`src/rtl/image_normalizer.sv`:
```
// ---------------------------------------------------------------------------
// image_normalizer
//
// Post-compression stage that sits between the 32x32 compressed image buffer
// and the CPU-visible image memory. After each start it scans the 1024-pixel
// source frame twice:
//   pass 1 (SUM)  : accumulates every pixel to find the mean intensity;
//   pass 2 (NORM) : rewrites every pixel into the destination memory,
//                   turning dark ink on a light background into bright-on-black,
//                   suppressing background and forcing a PAD-wide border to 0.
//
// Optional build macro:
//   IMG_NORM_BINARIZE_EN - when defined, interior ink pixels are written as 255
//                          (hard binary image) instead of the graded 255-p.
//                          Mean and timing are identical in both builds.
//
// Ports:
//   clk          in   system clock
//   rst_n        in   asynchronous active-low reset; aborts a run immediately
//   start        in   single-cycle request, only honoured in IDLE
//   margin[7:0]  in   margin subtracted from the mean to form the threshold,
//                     captured together with an accepted start
//   src_raddr    out  source read address (row*32+col)
//   src_rdata    in   source pixel, valid one cycle after src_raddr
//   dst_we       out  destination write strobe
//   dst_waddr    out  destination write address
//   dst_wdata    out  normalized pixel
//   busy         out  high from the accepted start through the last write
//   done         out  one-cycle pulse after the final write
//   mean_out     out  mean of the last processed frame
//   dbg_state_o  out  current FSM state encoding (debug visibility)
//
// Handshake: there is no backpressure. A start seen in IDLE is accepted; any
// start seen in another state is dropped, not queued. The source RAM must
// return data exactly one cycle after the address; the destination must accept
// one write per cycle while dst_we is high.
// ---------------------------------------------------------------------------
module image_normalizer #(
    parameter int PAD = 2,
    parameter int DIM = 32
) (
    input  logic       clk,
    input  logic       rst_n,
    input  logic       start,
    input  logic [7:0] margin,
    output logic [9:0] src_raddr,
    input  logic [7:0] src_rdata,
    output logic       dst_we,
    output logic [9:0] dst_waddr,
    output logic [7:0] dst_wdata,
    output logic       busy,
    output logic       done,
    output logic [7:0] mean_out,
    output logic [2:0] dbg_state_o
);

    typedef enum logic [2:0] {
        S_IDLE       = 3'd0,
        S_SUM        = 3'd1,
        S_SUM_DRAIN  = 3'd2,
        S_CALC       = 3'd3,
        S_NORM       = 3'd4,
        S_NORM_DRAIN = 3'd5,
        S_DONE       = 3'd6
    } state_t;

    localparam logic [9:0] LAST_ADDR = 10'd1023;
    localparam logic [4:0] BORDER_LO = 5'(PAD);
    localparam logic [4:0] BORDER_HI = 5'(DIM - PAD);

    // -----------------------------------------------------------------------
    // State and datapath registers
    // -----------------------------------------------------------------------
    state_t      state_q,  state_d;
    logic [9:0]  raddr_q,  raddr_d;
    logic [7:0]  margin_q, margin_d;
    logic [17:0] acc_q,    acc_d;
    logic [7:0]  mean_q,   mean_d;
    logic [7:0]  thr_q,    thr_d;

    // Read pipeline: flags mark that src_rdata this cycle belongs to the
    // address issued in the previous cycle, for the sum or the norm pass.
    logic        sum_vld_q;
    logic        norm_vld_q;
    logic [9:0]  paddr_q;

    // Registered write port and status
    logic        we_q;
    logic [9:0]  waddr_q;
    logic [7:0]  wdata_q,  wdata_d;
    logic        busy_q,   busy_d;
    logic        done_q,   done_d;

    // Threshold arithmetic is done one bit wider so a margin above the mean
    // shows up as a borrow instead of wrapping around.
    logic [8:0]  thr_diff;
    logic        in_border;
    logic [4:0]  pix_row;
    logic [4:0]  pix_col;

    // -----------------------------------------------------------------------
    // Next-state and datapath logic
    // -----------------------------------------------------------------------
    always_comb begin
        state_d  = state_q;
        raddr_d  = raddr_q;
        margin_d = margin_q;
        acc_d    = acc_q;
        mean_d   = mean_q;
        thr_d    = thr_q;
        thr_diff = {1'b0, acc_q[17:10]} - {1'b0, margin_q};

        unique case (state_q)
            S_IDLE: begin
                if (start) begin
                    margin_d = margin;
                    acc_d    = '0;
                    raddr_d  = '0;
                    state_d  = S_SUM;
                end
            end
            S_SUM: begin
                raddr_d = raddr_q + 10'd1;
                if (raddr_q == LAST_ADDR) begin
                    state_d = S_SUM_DRAIN;
                end
            end
            S_SUM_DRAIN: begin
                state_d = S_CALC;
            end
            S_CALC: begin
                // Mean is sum/1024, truncating; threshold saturates at 0.
                mean_d  = acc_q[17:10];
                thr_d   = thr_diff[8] ? 8'd0 : thr_diff[7:0];
                raddr_d = '0;
                state_d = S_NORM;
            end
            S_NORM: begin
                raddr_d = raddr_q + 10'd1;
                if (raddr_q == LAST_ADDR) begin
                    state_d = S_NORM_DRAIN;
                end
            end
            S_NORM_DRAIN: begin
                // Stay until pixel 1023 has left the read pipeline and been
                // registered onto the write port, so done follows the last write.
                if (!norm_vld_q) begin
                    state_d = S_DONE;
                end
            end
            S_DONE: begin
                state_d = S_IDLE;
            end
            default: begin
                state_d = S_IDLE;
            end
        endcase

        // Accumulate the pixel that returns one cycle after its SUM address.
        // 1024*255 = 261120 fits in 18 bits, so no overflow handling is needed.
        if (sum_vld_q) begin
            acc_d = acc_q + {10'd0, src_rdata};
        end
    end

    // -----------------------------------------------------------------------
    // Pixel transform for the norm pass
    // -----------------------------------------------------------------------
    always_comb begin
        pix_row   = paddr_q[9:5];
        pix_col   = paddr_q[4:0];
        in_border = (pix_row < BORDER_LO) || (pix_row >= BORDER_HI) ||
                    (pix_col < BORDER_LO) || (pix_col >= BORDER_HI);
        wdata_d   = 8'd0;
        if (!in_border && (src_rdata < thr_q)) begin
`ifdef IMG_NORM_BINARIZE_EN
            wdata_d = 8'd255;
`else
            wdata_d = 8'd255 - src_rdata;
`endif
        end
    end

    // -----------------------------------------------------------------------
    // Status outputs are registered from the next state so they line up with
    // the state the FSM is in during that cycle.
    // -----------------------------------------------------------------------
    always_comb begin
        busy_d = (state_d == S_SUM)  || (state_d == S_SUM_DRAIN) ||
                 (state_d == S_CALC) || (state_d == S_NORM)      ||
                 (state_d == S_NORM_DRAIN);
        done_d = (state_d == S_DONE);
    end

    // -----------------------------------------------------------------------
    // Registers
    // -----------------------------------------------------------------------
    always_ff @(posedge clk or negedge rst_n) begin
        if (!rst_n) begin
            state_q    <= S_IDLE;
            raddr_q    <= '0;
            margin_q   <= '0;
            acc_q      <= '0;
            mean_q     <= '0;
            thr_q      <= '0;
            sum_vld_q  <= 1'b0;
            norm_vld_q <= 1'b0;
            paddr_q    <= '0;
            we_q       <= 1'b0;
            waddr_q    <= '0;
            wdata_q    <= '0;
            busy_q     <= 1'b0;
            done_q     <= 1'b0;
        end else begin
            state_q    <= state_d;
            raddr_q    <= raddr_d;
            margin_q   <= margin_d;
            acc_q      <= acc_d;
            mean_q     <= mean_d;
            thr_q      <= thr_d;
            sum_vld_q  <= (state_q == S_SUM);
            norm_vld_q <= (state_q == S_NORM);
            paddr_q    <= raddr_q;
            we_q       <= norm_vld_q;
            if (norm_vld_q) begin
                waddr_q <= paddr_q;
                wdata_q <= wdata_d;
            end
            busy_q     <= busy_d;
            done_q     <= done_d;
        end
    end

    assign src_raddr   = raddr_q;
    assign dst_we      = we_q;
    assign dst_waddr   = waddr_q;
    assign dst_wdata   = wdata_q;
    assign busy        = busy_q;
    assign done        = done_q;
    assign mean_out    = mean_q;
    assign dbg_state_o = state_q;

endmodule
```
`config.mk`:
```
export PLATFORM = sky130hd
export DESIGN_NAME = image_normalizer
export DESIGN_NICKNAME = d
export VERILOG_FILES = /design/src/rtl/image_normalizer.sv
export SDC_FILE = /design/constraint.sdc
export NUM_CORES = 1
export LEC_CHECK = 0
export ABC_AREA = 1
export CORE_MARGIN = 10
export CORE_UTILIZATION = 55
export DETAILED_ROUTE_END_ITERATION = 6
export PLACE_DENSITY = 0.8
export SYNTH_ARGS = -nofsm -noshare
export SYNTH_HDL_FRONTEND = slang
export SYNTH_SLANG_ARGS = --single-unit
```
`constraint.sdc`:
```
create_clock -name clk -period 2.6 [get_ports clk]
set_clock_uncertainty 0.15 [all_clocks]
set_input_delay 0.52 -clock clk [delete_from_list [all_inputs] [get_ports clk]]
set_output_delay 0.52 -clock clk [all_outputs]
set_load 0.02 [all_outputs]
```
==> flow_summary.yaml <==
cells_and_area:
  final-instance-count-excl-fill: 751
  n_fill_cell: 650
  post_route_cells_drive_above_1_share: 0.0635
  layout_commonest_cell: "sky130_fd_sc_hd__nand2_1"
  num-nets-final: 686
  mostFrequentLayoutCells: "183 x sky130_fd_sc_hd__nand2_1, 88 x sky130_fd_sc_hd__dfrtp_1, 65 x sky130_fd_sc_hd__inv_1"
  final_design_instance_area_without_fill_um2: 5560
  multiInputGateArea_um2: 2070
  seq_area_um2: 2200
  insertedDiodeCount: 0
  areaGrowthSynthToFinish_pct: 21.4
synth:
  synth-warning-count: 0
  seq_area_frac_synth: 0.480
  ys_seq_elements: 88
  synth.net_count: 615
  synth-main-ff-cell: "sky130_fd_sc_hd__dfrtp_1"
  synth_enable_flop_cells: 0
  synth_cell_types: 36
  synth_area_um2: 4580
  async_reset_ff_frac: 1.00
  post_synth.cell_area_avg_um2: 8.04
  syn_inst: 570
hold_path:
  min_path_cells: 0
  min_from: "src_raddr[8]"
  hold_class: "flip-flop to flip-flop"
  hold_path_end: "paddr_q[8]"
cts:
  clkSlewWorstSetupHoldPaths_ps: 90
  clock-root-buffer: "sky130_fd_sc_hd__clkbuf_8"
  clkLatencyLatePin_ps: 370
  post_cts_buffers: 0
  numCtsBuffers: 9
  cts.path.max_buffers: 2
  clock_sinks: 88
  h_tree_depth_reported_by_cts: 3
  cts_repair_resize_count: 0
  postCtsHoldBufs: 1
  cts_tree: "done"
sta:
  slew_headroom: 0.662
  timing_max_transition_violations_final: 0
  maxClockFrequency_ghz: 0.435
  hold_violations: 0
  clock_period_minus_worst_slack_ps: 2300
  rsz_0062_raised_after_global_routing: "no"
  transition_at_the_pin_with_the_smallest_max_transition_slack_ps: 506
  report.final.setup_viol: 0
  timing.final.crit_share: 0.884
  tns_ps: 0
setup_path:
  critical_path_buf_inv_count: 2
  timing.reg2reg.worst_path_depth: 10
  signal_arrival_time_at_the_worst_endpoint_ps: 2420
  critical-path-max-stage-delay_ps: 440
  crit_path_frequent_cell: "sky130_fd_sc_hd__nand2_1"
  ff2ff_setup_slack_ps: 520
  timing.critical_path.required_ps: 2730
  criticalPathCategory: "primary input to flip-flop"
  startpoint_type: "primary input"
  largest_driver_fanout_on_the_critical_path: 6
  critical-path-top-delay-family: "simple AND/OR/NAND/NOR gates"
  path_cells: "clkdlybuf4s50_1, ha_1, fa_1, nand2_1, nand2_1, nand3_1, nand2_1, nand2_1, nand2_2, nand2_1, nand2_1, nand2_1, inv_1"
  worst_setup_path_end_kind: "flip-flop"
  cp_slowest_cell: "sky130_fd_sc_hd__clkdlybuf4s50_1"
  r2r-end: "thr_q[3]"
  timing.rr.start: "acc_q[10]"
global_route:
  global_route_wire_length_before_repair_um: 17800
  grt_overall_usage: 0.170
  maximum_number_of_pins_on_one_net_before_global_route_repair: 35
  grt_antenna_before_repair: 0
  first_global_vias: 3757
  total_grt_overflow: 0
floorplanning:
  area_enclosed_by_the_die_boundary_um2: 12400
  initial_utilization: 0.561
  core_region_area_um2: 8180
  floorplan.die.height_um: 111
  die_w_um: 111
  top_level_ports: 61
  rows: 33
power_and_ir_drop:
  ir_drop_mv: 0.255
  power_density_nw_per_um2: 650
  power.static_leakage_uw: 0.00284
routing:
  first_iter_violations: 173
  routed-via-count: 3854
  post_drt_wl_per_cell_um: 13.9
  drt_first_pass_iters: 4
  detail-route-antenna-nets: 0
  drc: 0
  totalWireLength_um: 10500
  routed_via_density: 5.13
status:
  outcome: "finished, final reports clean"
placed_design:
  routabilityCongestion: 0.898
  placement.cell_area_um2: 5340
  post-dp-hpwl_um: 7960
  place.port_buffers: 60
  place.detailed.instances: 734
run:
  maxCapViolCount: 0
==> flip-flops by register name, summed over array words and instances, names as in the netlist <==
signal,flops
acc_q,18
busy,1
dbg_state_o,3
done,1
dst_waddr,10
dst_wdata,8
dst_we,1
margin_q,8
mean_out,8
norm_vld_q,1
paddr_q,10
src_raddr,10
sum_vld_q,1
thr_q,8
==> cell usage after synthesis, drive strengths merged, types with 4 or more instances <==
library cell,number,share of area
buf,5,0.0066
xor2,8,0.015
nor3,5,0.0055
clkbuf,5,0.0041
a21oi,17,0.019
nand4,16,0.022
o22ai,4,0.0055
nand2,188,0.16
dfrtp,88,0.48
ha,24,0.066
inv,70,0.057
nor2,48,0.044
nand3,42,0.047
o21ai,32,0.035
==> power by group <==
group	internal, uW	switching [uW]
registers	1490	139
logic	391	593
clock network	484	522
total	2360	1250
==> worst max-delay path by stage <==
stage	start	cells past startpoint	end
after floorplan	src_rdata[0]	12	acc_q[8]
after global placement	src_rdata[0]	13	acc_q[8]
after detailed placement	src_rdata[0]	13	acc_q[8]
after CTS	src_rdata[0]	13	acc_q[8]
after global routing	src_rdata[0]	13	acc_q[8]
final	src_rdata[0]	13	acc_q[8]
==> worst reg2reg max path, cell delays in order (launching register included) <==
cell and delay [ps]:
sky130_fd_sc_hd__dfrtp_1 450, sky130_fd_sc_hd__inv_1 140, sky130_fd_sc_hd__ha_1 160, sky130_fd_sc_hd__inv_1 50, sky130_fd_sc_hd__fa_1 390, sky130_fd_sc_hd__nand3_1 80, sky130_fd_sc_hd__nand3_1 120, sky130_fd_sc_hd__nand2_1 130
sky130_fd_sc_hd__nand2_1 60, sky130_fd_sc_hd__nand2_1 120, sky130_fd_sc_hd__o22ai_1 90
==> per-layer routing <==
layer,GRT usage,routed length (um),vias up
li1,-,-,1969
met1,0.221,4830,1785
met2,0.270,4940,86
met3,0.0395,515,14
met4,0.0583,170,0
met5,0,0,-
==> stage by stage <==
stage,total power (uW),utilization,setup WS [ps],hold WS [ps]
3_5_place_dp,2620,0.654,-50.2,237
2_1_floorplan,2340,-,586,74.4
6_report,3620,0.681,302,259
4_1_cts,3630,0.681,319,257
3_3_place_gp,2570,0.654,46.4,265
5_1_grt,3870,0.681,163,280
==> area by class of cell <==
cell class,count,area share
Inverter,70,0.0472
Sequential cell,88,0.396
Clock buffer,10,0.0247
Tap cell,105,0.0236
Timing Repair Buffer,70,0.124
Clock inverter,6,0.0130
Multi-Input combinational cell,402,0.372
==> cell families (layout without fill, tap and decap cells) <==
kind of cell / Yosys count / in the layout / synth area share
buf+inv: 80 / 156 / 0.0680
flops: 88 / 88 / 0.480
xor+xnor: 10 / 10 / 0.0191
compound gates: 62 / 62 / 0.0748
simple gates: 304 / 304 / 0.283
fa+ha+maj: 26 / 26 / 0.0743
Note: power is estimated with default switching activity, not from simulation.
